File: src/rtl/sat_ctr_table_if.sv
// Lookup/update/clear bundle for the pattern-history table.
// The table side takes the slave modport; the driver takes master.
interface sat_ctr_table_if #(
    parameter int CTR_W = 2,
    parameter int IDX_W = 4
);
    logic             clear;
    logic             lookup_valid;
    logic [IDX_W-1:0] lookup_idx;
    logic             update_valid;
    logic [IDX_W-1:0] update_idx;
    logic             update_taken;
    logic             pred_valid;
    logic             pred_taken;
    logic [CTR_W-1:0] pred_ctr;
    logic             sat_hit;

    modport master (
        output clear,
        output lookup_valid,
        output lookup_idx,
        output update_valid,
        output update_idx,
        output update_taken,
        input  pred_valid,
        input  pred_taken,
        input  pred_ctr,
        input  sat_hit
    );

    modport slave (
        input  clear,
        input  lookup_valid,
        input  lookup_idx,
        input  update_valid,
        input  update_idx,
        input  update_taken,
        output pred_valid,
        output pred_taken,
        output pred_ctr,
        output sat_hit
    );
endinterface

File: src/rtl/sat_ctr_table.sv
// Pattern-history table of saturating counters.
// Flop storage allows a single-cycle clear of every entry.
module sat_ctr_table #(
    parameter int CTR_W = 2,
    parameter int IDX_W = 4,
    parameter int INIT  = 0
) (
    input logic           clock,
    input logic           reset,
    sat_ctr_table_if.slave bus
);
    localparam int ENTRIES = 1 << IDX_W;
    localparam logic [CTR_W-1:0] INIT_V  = CTR_W'(INIT);
    localparam logic [CTR_W-1:0] CTR_MAX = {CTR_W{1'b1}};

    logic [CTR_W-1:0] r_tbl [ENTRIES];
    logic             r_pred_valid;
    logic             r_pred_taken;
    logic [CTR_W-1:0] r_pred_ctr;
    logic             r_sat_hit;

    logic [CTR_W-1:0] w_cur;
    logic [CTR_W-1:0] w_next;
    logic [CTR_W-1:0] w_rd;
    logic             w_sat;
    logic             w_upd;
    logic             w_byp;

    always_comb begin
        w_cur  = r_tbl[bus.update_idx];
        w_sat  = bus.update_taken ? (w_cur == CTR_MAX)
                                  : (w_cur == '0);
        w_next = w_cur;
        if (!w_sat) begin
            w_next = bus.update_taken ? w_cur + CTR_W'(1)
                                      : w_cur - CTR_W'(1);
        end
        w_upd = bus.update_valid & ~bus.clear & ~w_sat;
        // Same-index lookup sees the value this edge will write
        w_byp = bus.update_valid
              && (bus.lookup_idx == bus.update_idx);
        if (bus.clear)
            w_rd = INIT_V;
        else if (w_byp)
            w_rd = w_next;
        else
            w_rd = r_tbl[bus.lookup_idx];
    end

    always_ff @(posedge clock or negedge reset) begin
        if (!reset) begin
            for (int i = 0; i < ENTRIES; i++)
                r_tbl[i] <= INIT_V;
            r_pred_valid <= 1'b0;
            r_pred_taken <= 1'b0;
            r_pred_ctr   <= '0;
            r_sat_hit    <= 1'b0;
        end else begin
            if (bus.clear) begin
                for (int i = 0; i < ENTRIES; i++)
                    r_tbl[i] <= INIT_V;
            end else if (w_upd) begin
                r_tbl[bus.update_idx] <= w_next;
            end
            r_sat_hit    <= bus.update_valid & ~bus.clear & w_sat;
            r_pred_valid <= bus.lookup_valid;
            if (bus.lookup_valid) begin
                r_pred_ctr   <= w_rd;
                r_pred_taken <= w_rd[CTR_W-1];
            end
        end
    end

    assign bus.pred_valid = r_pred_valid;
    assign bus.pred_taken = r_pred_taken;
    assign bus.pred_ctr   = r_pred_ctr;
    assign bus.sat_hit    = r_sat_hit;
endmodule

File: src/flat_wrapper.sv
// flat-port wrapper written by rule: the top's interface ports become plain ports
module sat_ctr_table_flat 
#(
    parameter int CTR_W = 2,
    parameter int IDX_W = 4,
    parameter int INIT  = 0
)
  (clock, reset, bus_clear, bus_lookup_valid, bus_lookup_idx, bus_update_valid, bus_update_idx, bus_update_taken, bus_pred_valid, bus_pred_taken, bus_pred_ctr, bus_sat_hit);
  sat_ctr_table_if #(.CTR_W(CTR_W), .IDX_W(IDX_W)) bus_i ();
  input logic clock;
  input logic reset;
  input wire logic [$bits(bus_i.clear)-1:0] bus_clear;
  input wire logic [$bits(bus_i.lookup_valid)-1:0] bus_lookup_valid;
  input wire logic [$bits(bus_i.lookup_idx)-1:0] bus_lookup_idx;
  input wire logic [$bits(bus_i.update_valid)-1:0] bus_update_valid;
  input wire logic [$bits(bus_i.update_idx)-1:0] bus_update_idx;
  input wire logic [$bits(bus_i.update_taken)-1:0] bus_update_taken;
  output wire logic [$bits(bus_i.pred_valid)-1:0] bus_pred_valid;
  output wire logic [$bits(bus_i.pred_taken)-1:0] bus_pred_taken;
  output wire logic [$bits(bus_i.pred_ctr)-1:0] bus_pred_ctr;
  output wire logic [$bits(bus_i.sat_hit)-1:0] bus_sat_hit;
  assign bus_i.clear = bus_clear;
  assign bus_i.lookup_valid = bus_lookup_valid;
  assign bus_i.lookup_idx = bus_lookup_idx;
  assign bus_i.update_valid = bus_update_valid;
  assign bus_i.update_idx = bus_update_idx;
  assign bus_i.update_taken = bus_update_taken;
  assign bus_pred_valid = bus_i.pred_valid;
  assign bus_pred_taken = bus_i.pred_taken;
  assign bus_pred_ctr = bus_i.pred_ctr;
  assign bus_sat_hit = bus_i.sat_hit;
  sat_ctr_table #(.CTR_W(CTR_W), .IDX_W(IDX_W), .INIT(INIT)) u_core (.clock(clock), .reset(reset), .bus(bus_i));
endmodule
File: config.mk
export PLATFORM = sky130hd
export DESIGN_NAME = sat_ctr_table_flat
export DESIGN_NICKNAME = d
export VERILOG_FILES = /design/src/rtl/sat_ctr_table_if.sv /design/src/rtl/sat_ctr_table.sv /design/src/flat_wrapper.sv
export SDC_FILE = /design/constraint.sdc
export NUM_CORES = 1
export LEC_CHECK = 0
export CORE_ASPECT_RATIO = 1.4
export CORE_MARGIN = 2
export CORE_UTILIZATION = 55
export DETAILED_ROUTE_END_ITERATION = 7
export PLACE_DENSITY = 0.75
export SKIP_LAST_GASP = 1
export SLEW_MARGIN = 0
export SYNTH_ARGS = -nofsm -noshare
export SYNTH_HDL_FRONTEND = slang
export SYNTH_SLANG_ARGS = --single-unit
File: constraint.sdc
create_clock -name clock -period 7.3 [get_ports clock]
set_clock_uncertainty 0.1 [all_clocks]
set_input_delay 1.46 -clock clock [delete_from_list [all_inputs] [get_ports clock]]
set_output_delay 1.46 -clock clock [all_outputs]
set_load 0.05 [all_outputs]
# Word level (Yosys, flattened, before mapping)
# Index checks and enable logic that the tools add are counted.
[totals] regBits=37 elab_cells=54 out_inout_bits=5
[op_classes] eq_ne=2 n_addsub=2 reduce_logical=4 n_mux=16 bitwise=7 magnitude_cmp=3
[op_table] op="$mux W32" count=2
[op_table] op="$bwmux W32" count=1
[op_table] op="$mux W2" count=9
[op_table] op="$bmux W2 S4" count=2
[op_table] op="$ge A5 B5 Y1 const B" count=2
[op_table] op="$not A4 Y5" count=2
[op_table] op="$demux W2 S4" count=1
[op_table] op="$lt A5 B1 Y1 const B" count=1
[op_table] op="$eq A4 B4 Y1" count=1
[op_table] op="$and A1 B1 Y1" count=3
[op_table] op="$add A2 B1 Y2 const B" count=1
[op_table] op="$eq A2 B2 Y1 const B" count=1
[op_table] op="$logic_and A1 B1 Y1" count=2
[op_table] op="$logic_not A2 Y1" count=1
[op_table] op="$not A1 Y1" count=2
[op_table] op="$reduce_bool A2 Y1" count=1
[op_table] op="$sub A2 B1 Y2 const B" count=1
[op_table] op="$mux W1" count=1

# Logic depth before layout (Yosys ltp)
[depth] ltp_word=10 depth_mapped=13

# Least setup slack after synthesis
# OpenSTA, ideal clock, no wires.
[synth_path] kind="input -> register" start="input port bus_update_idx[2]" end="register u_core.r_tbl[17] in the netlist's numbering" setup_ps=123 cell_stages=12 n_path_buf=2 setup_slack_ps=3384 arrival_ps=3693 cell_sequence="buf_6 mux4_2 a22o_1 a41o_4 clkinv_4 buf_12 fa_1 nand2_1 nor2_1 o311a_1 a31oi_2 o221a_1"
[synth_between] elab_chain_cells=10 elab_cells_between_ends=22 cone_classes="2 x add/sub; 2 x order compare; 1 x eq/ne; 11 x mux; 3 x bitwise; 3 x reduce/logical"
[synth_lines] item="start, declared" line_no="flat_wrapper.sv:16" text="input wire logic [$bits(bus_i.update_idx)-1:0] bus_update_idx;"
[synth_lines] item="$not A4 Y5 (not written as such) *" line_no="sat_ctr_table.sv:30, sat_ctr_table.sv:63"
[synth_lines] item="$bmux W2 S4" line_no="sat_ctr_table.sv:30" text="w_cur = r_tbl[bus.update_idx];"
[synth_lines] item="$mux W2 (not written as such) (2 in a row)" line_no="sat_ctr_table.sv:30"
[synth_lines] item="$sub A2 B1 Y2, or another cell as far along" line_no="sat_ctr_table.sv:36" text=": w_cur - CTR_W'(1);"
[synth_lines] item="$mux W2 or $mux W1 (tied branches)" line_no="sat_ctr_table.sv:35, sat_ctr_table.sv:31"
[synth_lines] item="$mux W2" line_no="sat_ctr_table.sv:34" text="if (!w_sat) begin"
[synth_lines] item="$bwmux W32" line_no="sat_ctr_table.sv:63" text="r_tbl[bus.update_idx] <= w_next;"
[synth_lines] item="$mux W32" line_no="sat_ctr_table.sv:62" text="end else if (w_upd) begin"
[synth_lines] item="$mux W32" line_no="sat_ctr_table.sv:59" text="if (bus.clear) begin"
[synth_lines] item="end signal, assigned by index" line_no="sat_ctr_table.sv:63"
[synth_lines] item="end, declared" line_no="sat_ctr_table.sv:16" text="logic [CTR_W-1:0] r_tbl [ENTRIES];"
# Mark *: on every way between the ends. The rest lies on a longest branch, timed or not. The select of a mux whose other input is x is not followed.
# A chain may end at the register's enable or synchronous reset.

# Final worst setup path
# Ends and elaborated chain as after synthesis.

==> flow_metrics.py <==
metrics = {
    "cells_and_area": {
        "n_fill_cell": 416,
        "design_area_sq_um": 3030,
        "antennaDiodeCount": 0,
        "synthToLayoutAreaGrowth_pct": 8.82,
        "drive_gt1_share_pct": 19.2,
        "layout.nets": 285,
        "mostFrequentLayoutCells": "dfrtp_1, nand2_1, mux2i_1, clkdlybuf4s50_1, nand3_1",
        "final_common_cell": "dfrtp_1",
    },
    "power": {
        "pwr_density_cell_nw_per_um2": 152,
        "pwr-share-seq_pct": 44.6,
        "p_switching_uw": 149,
        "power_frac_comb_pct": 21.9,
        "p_int_uw": 312,
        "leakagePower_nw": 1.13,
        "peakVddDrop_v": 0.000107,
        "swShare_pct": 32.3,
        "clkPwrFrac_pct": 33.5,
    },
    "routing": {
        "wl_um": 7800,
        "wl_per_cell_um": 23.3,
        "dr_total_vias": 2348,
        "viasPerCell": 7.01,
        "post-route-drc-count": 0,
        "drt_iter0_markers": 255,
        "dr.pass1.iters": 6,
        "final_antenna_net_count": 0,
    },
    "sta": {
        "finalSetupViolCount": 0,
        "rsz0062_at_grt": "no",
        "post-route-min-period_ns": 4.69,
        "finalSetupTns_ns": 0,
        "fmax_mhz": 213,
        "worst_pin_slew_ns": 0.973,
        "min_period_over_period_pct": 64.3,
        "finalHoldViolCount": 0,
        "slew_headroom_pct": 35.1,
        "slew_violations": 0,
    },
    "place": {
        "dp_hpwl_um": 5750,
        "portBuffers": 18,
        "gp_congestion": 0.941,
        "placed_cell_area_sq_um": 2930,
    },
    "synthesis": {
        "synth_cell_types": 52,
        "async_reset_ff_share_pct": 100,
        "yosys_register_bits": 36,
        "seq_area_frac_synth_pct": 32.4,
        "synthTopCellsByArea": "dfrtp_1, mux4_2, mux2i_1",
        "syn_area_per_cell_sq_um": 10.5,
        "synthCells": 264,
        "synthFlopType": "dfrtp_1",
        "synth_largest_area_cell": "dfrtp_1",
        "synth_nets": 279,
        "synthesis.area_sq_um": 2780,
        "yosysTopAreaCellShare_pct": 32.4,
        "synth_edf_count": 0,
        "ys_warn_count": 0,
    },
    "die": {
        "io_pins": 19,
        "die_area_sq_um": 5650,
        "die_w_um": 64.1,
        "num_rows": 30,
        "initial_core_util_pct": 57.4,
        "die_y_um": 88.1,
        "core_sq_um": 4840,
    },
    "grt": {
        "grt-ovfl-total": 0,
        "grt_antenna_before_repair": 0,
        "grt_usage_pct": 29.6,
        "grt_pass1_vias": 2278,
        "grt_pass1_wl_um": 12400,
        "grt_max_degree": 37,
    },
    "hold_path": {
        "hp-class": "register to register",
    },
    "worst_setup_path": {
        "required_ns": 7.38,
        "crit_arrival_ns": 4.78,
        "worstSetupPathType": "input port to register",
        "crit_path_max_fanout": 19,
        "cp-start-kind": "input port",
        "cp-end-kind": "register",
    },
    "clocking": {
        "cts_tree": "built",
        "post-cts-setup-buffers": 0,
        "clk_latency_ns": 0.30,
        "htreeDepth": 2,
        "clkSlewWorstSetupHoldPaths_ns": 0.08,
        "cts-resized-gates": 0,
        "cts-root-buf": "clkbuf_8",
        "cts_buffers": 5,
        "cts.sinks": 36,
        "cts_hold_buffers": 0,
        "clock_path_buffers": 2,
    },
    "flow_run": {
        "maxCapViolCount": 0,
    },
    "status": {
        "status": "finished, final reports clean",
    },
}
==> final timing paths <==
path / startpoint / cells after the start / slack [ns] / to
hold / removal: u_core.bus.pred_taken / 1 / 0.45 / u_core.bus.pred_taken
setup reg to reg: u_core.r_tbl[7] / 10 / 4.38 / u_core.r_tbl[17]
min in group asynchronous: reset / 2 / 1.48 / u_core.r_tbl[18]
setup / recovery: bus_update_idx[2] / 11 / 2.61 / u_core.r_tbl[17]
hold reg to reg: u_core.bus.pred_taken / 1 / 0.45 / u_core.bus.pred_taken
max in group asynchronous: reset / 2 / 5.29 / u_core.r_tbl[6]
==> final cells by class <==
type	instances	area (sq um)	area share, %
Clock inverter	1	7.51	0.248
Timing Repair Buffer	22	210	6.95
Multi-Input combinational cell	194	1690	56.0
Clock buffer	7	86.3	2.85
Sequential cell	36	901	29.8
Tap cell	64	80.1	2.65
Inverter	11	46.3	1.53
==> logic make-up (layout without fill, tap and decap cells) <==
logic type                 Yosys count  in the layout  share of synthesized area [%]
AOI/OAI and AO/OA                   68             68                           25.4
xor gates and xnor gates             4              4                           1.26
adders and majority gates            1              1                          0.720
buffers and inverters               34             41                           6.66
DFF                                 36             36                           32.4
muxes                               36             36                           19.8
and+or+nand+nor                     85             85                           13.8
==> power groups by stage <==
stage	clock network [mW]	logic (mW)	registers [mW]
6_report	0.154	0.101	0.206
4_1_cts	0.155	0.0995	0.206
3_3_place_gp	0	0.0991	0.209
5_1_grt	0.161	0.108	0.206
2_1_floorplan	0	0.0718	0.211
3_5_place_dp	0	0.0994	0.209
==> metrics by stage <==
step / utilization [%] / setup slack [ns] / hold WS, ns / std cells / total power [mW]
detailed placement: 60.5 / 2.36 / 0.431 / 327 / 0.309
finish: 62.5 / 2.61 / 0.447 / 335 / 0.461
floorplan: - / 3.38 / 0.408 / 264 / 0.283
global placement: 60.5 / 2.43 / 0.421 / 327 / 0.308
global route: 62.5 / 2.45 / 0.467 / 335 / 0.475
CTS: 62.5 / 2.64 / 0.446 / 335 / 0.460
==> state kept, by name (all words and copies together) (netlist names) <==
| signal | flops |
|---|---|
| u_core.r_tbl | 32 |
| u_core.bus.sat_hit | 1 |
| u_core.bus.pred_ctr | 1 |
| u_core.bus.pred_taken | 1 |
| u_core.bus.pred_valid | 1 |
==> cell usage after synthesis (all sizes together) (4+ instances only) <==
cell and n:
mux2i 20, a21oi 5, dfrtp 36, a221oi 5, o21ai 7, nor3 8
nand2b 4, o2111ai 12, inv 10, o221a 11, a31oi 5, clkbuf 10
nor2 14, nand3 16, nand2 33, buf 13, mux4 15, o31ai 4
==> worst max-delay path: stages <==
cell	delay (ns)
clkdlybuf4s50_1	0.92
mux4_2	0.59
a22o_1	0.25
a41o_4	0.29
clkinv_4	0.16
fa_1	0.23
nand2_1	0.13
nor2_1	0.21
o311a_1	0.22
a31oi_2	0.06
o221a_1	0.25
==> per-layer routing <==
layer,GRT usage (%),vias up,share of wire (%)
li1,-,1034,-
met1,36.5,1150,39
met2,50.1,137,50
met3,5.66,27,7.3
met4,14.3,0,4.3
met5,0,-,0
No activity file was read; power rests on OpenSTA's default activity.
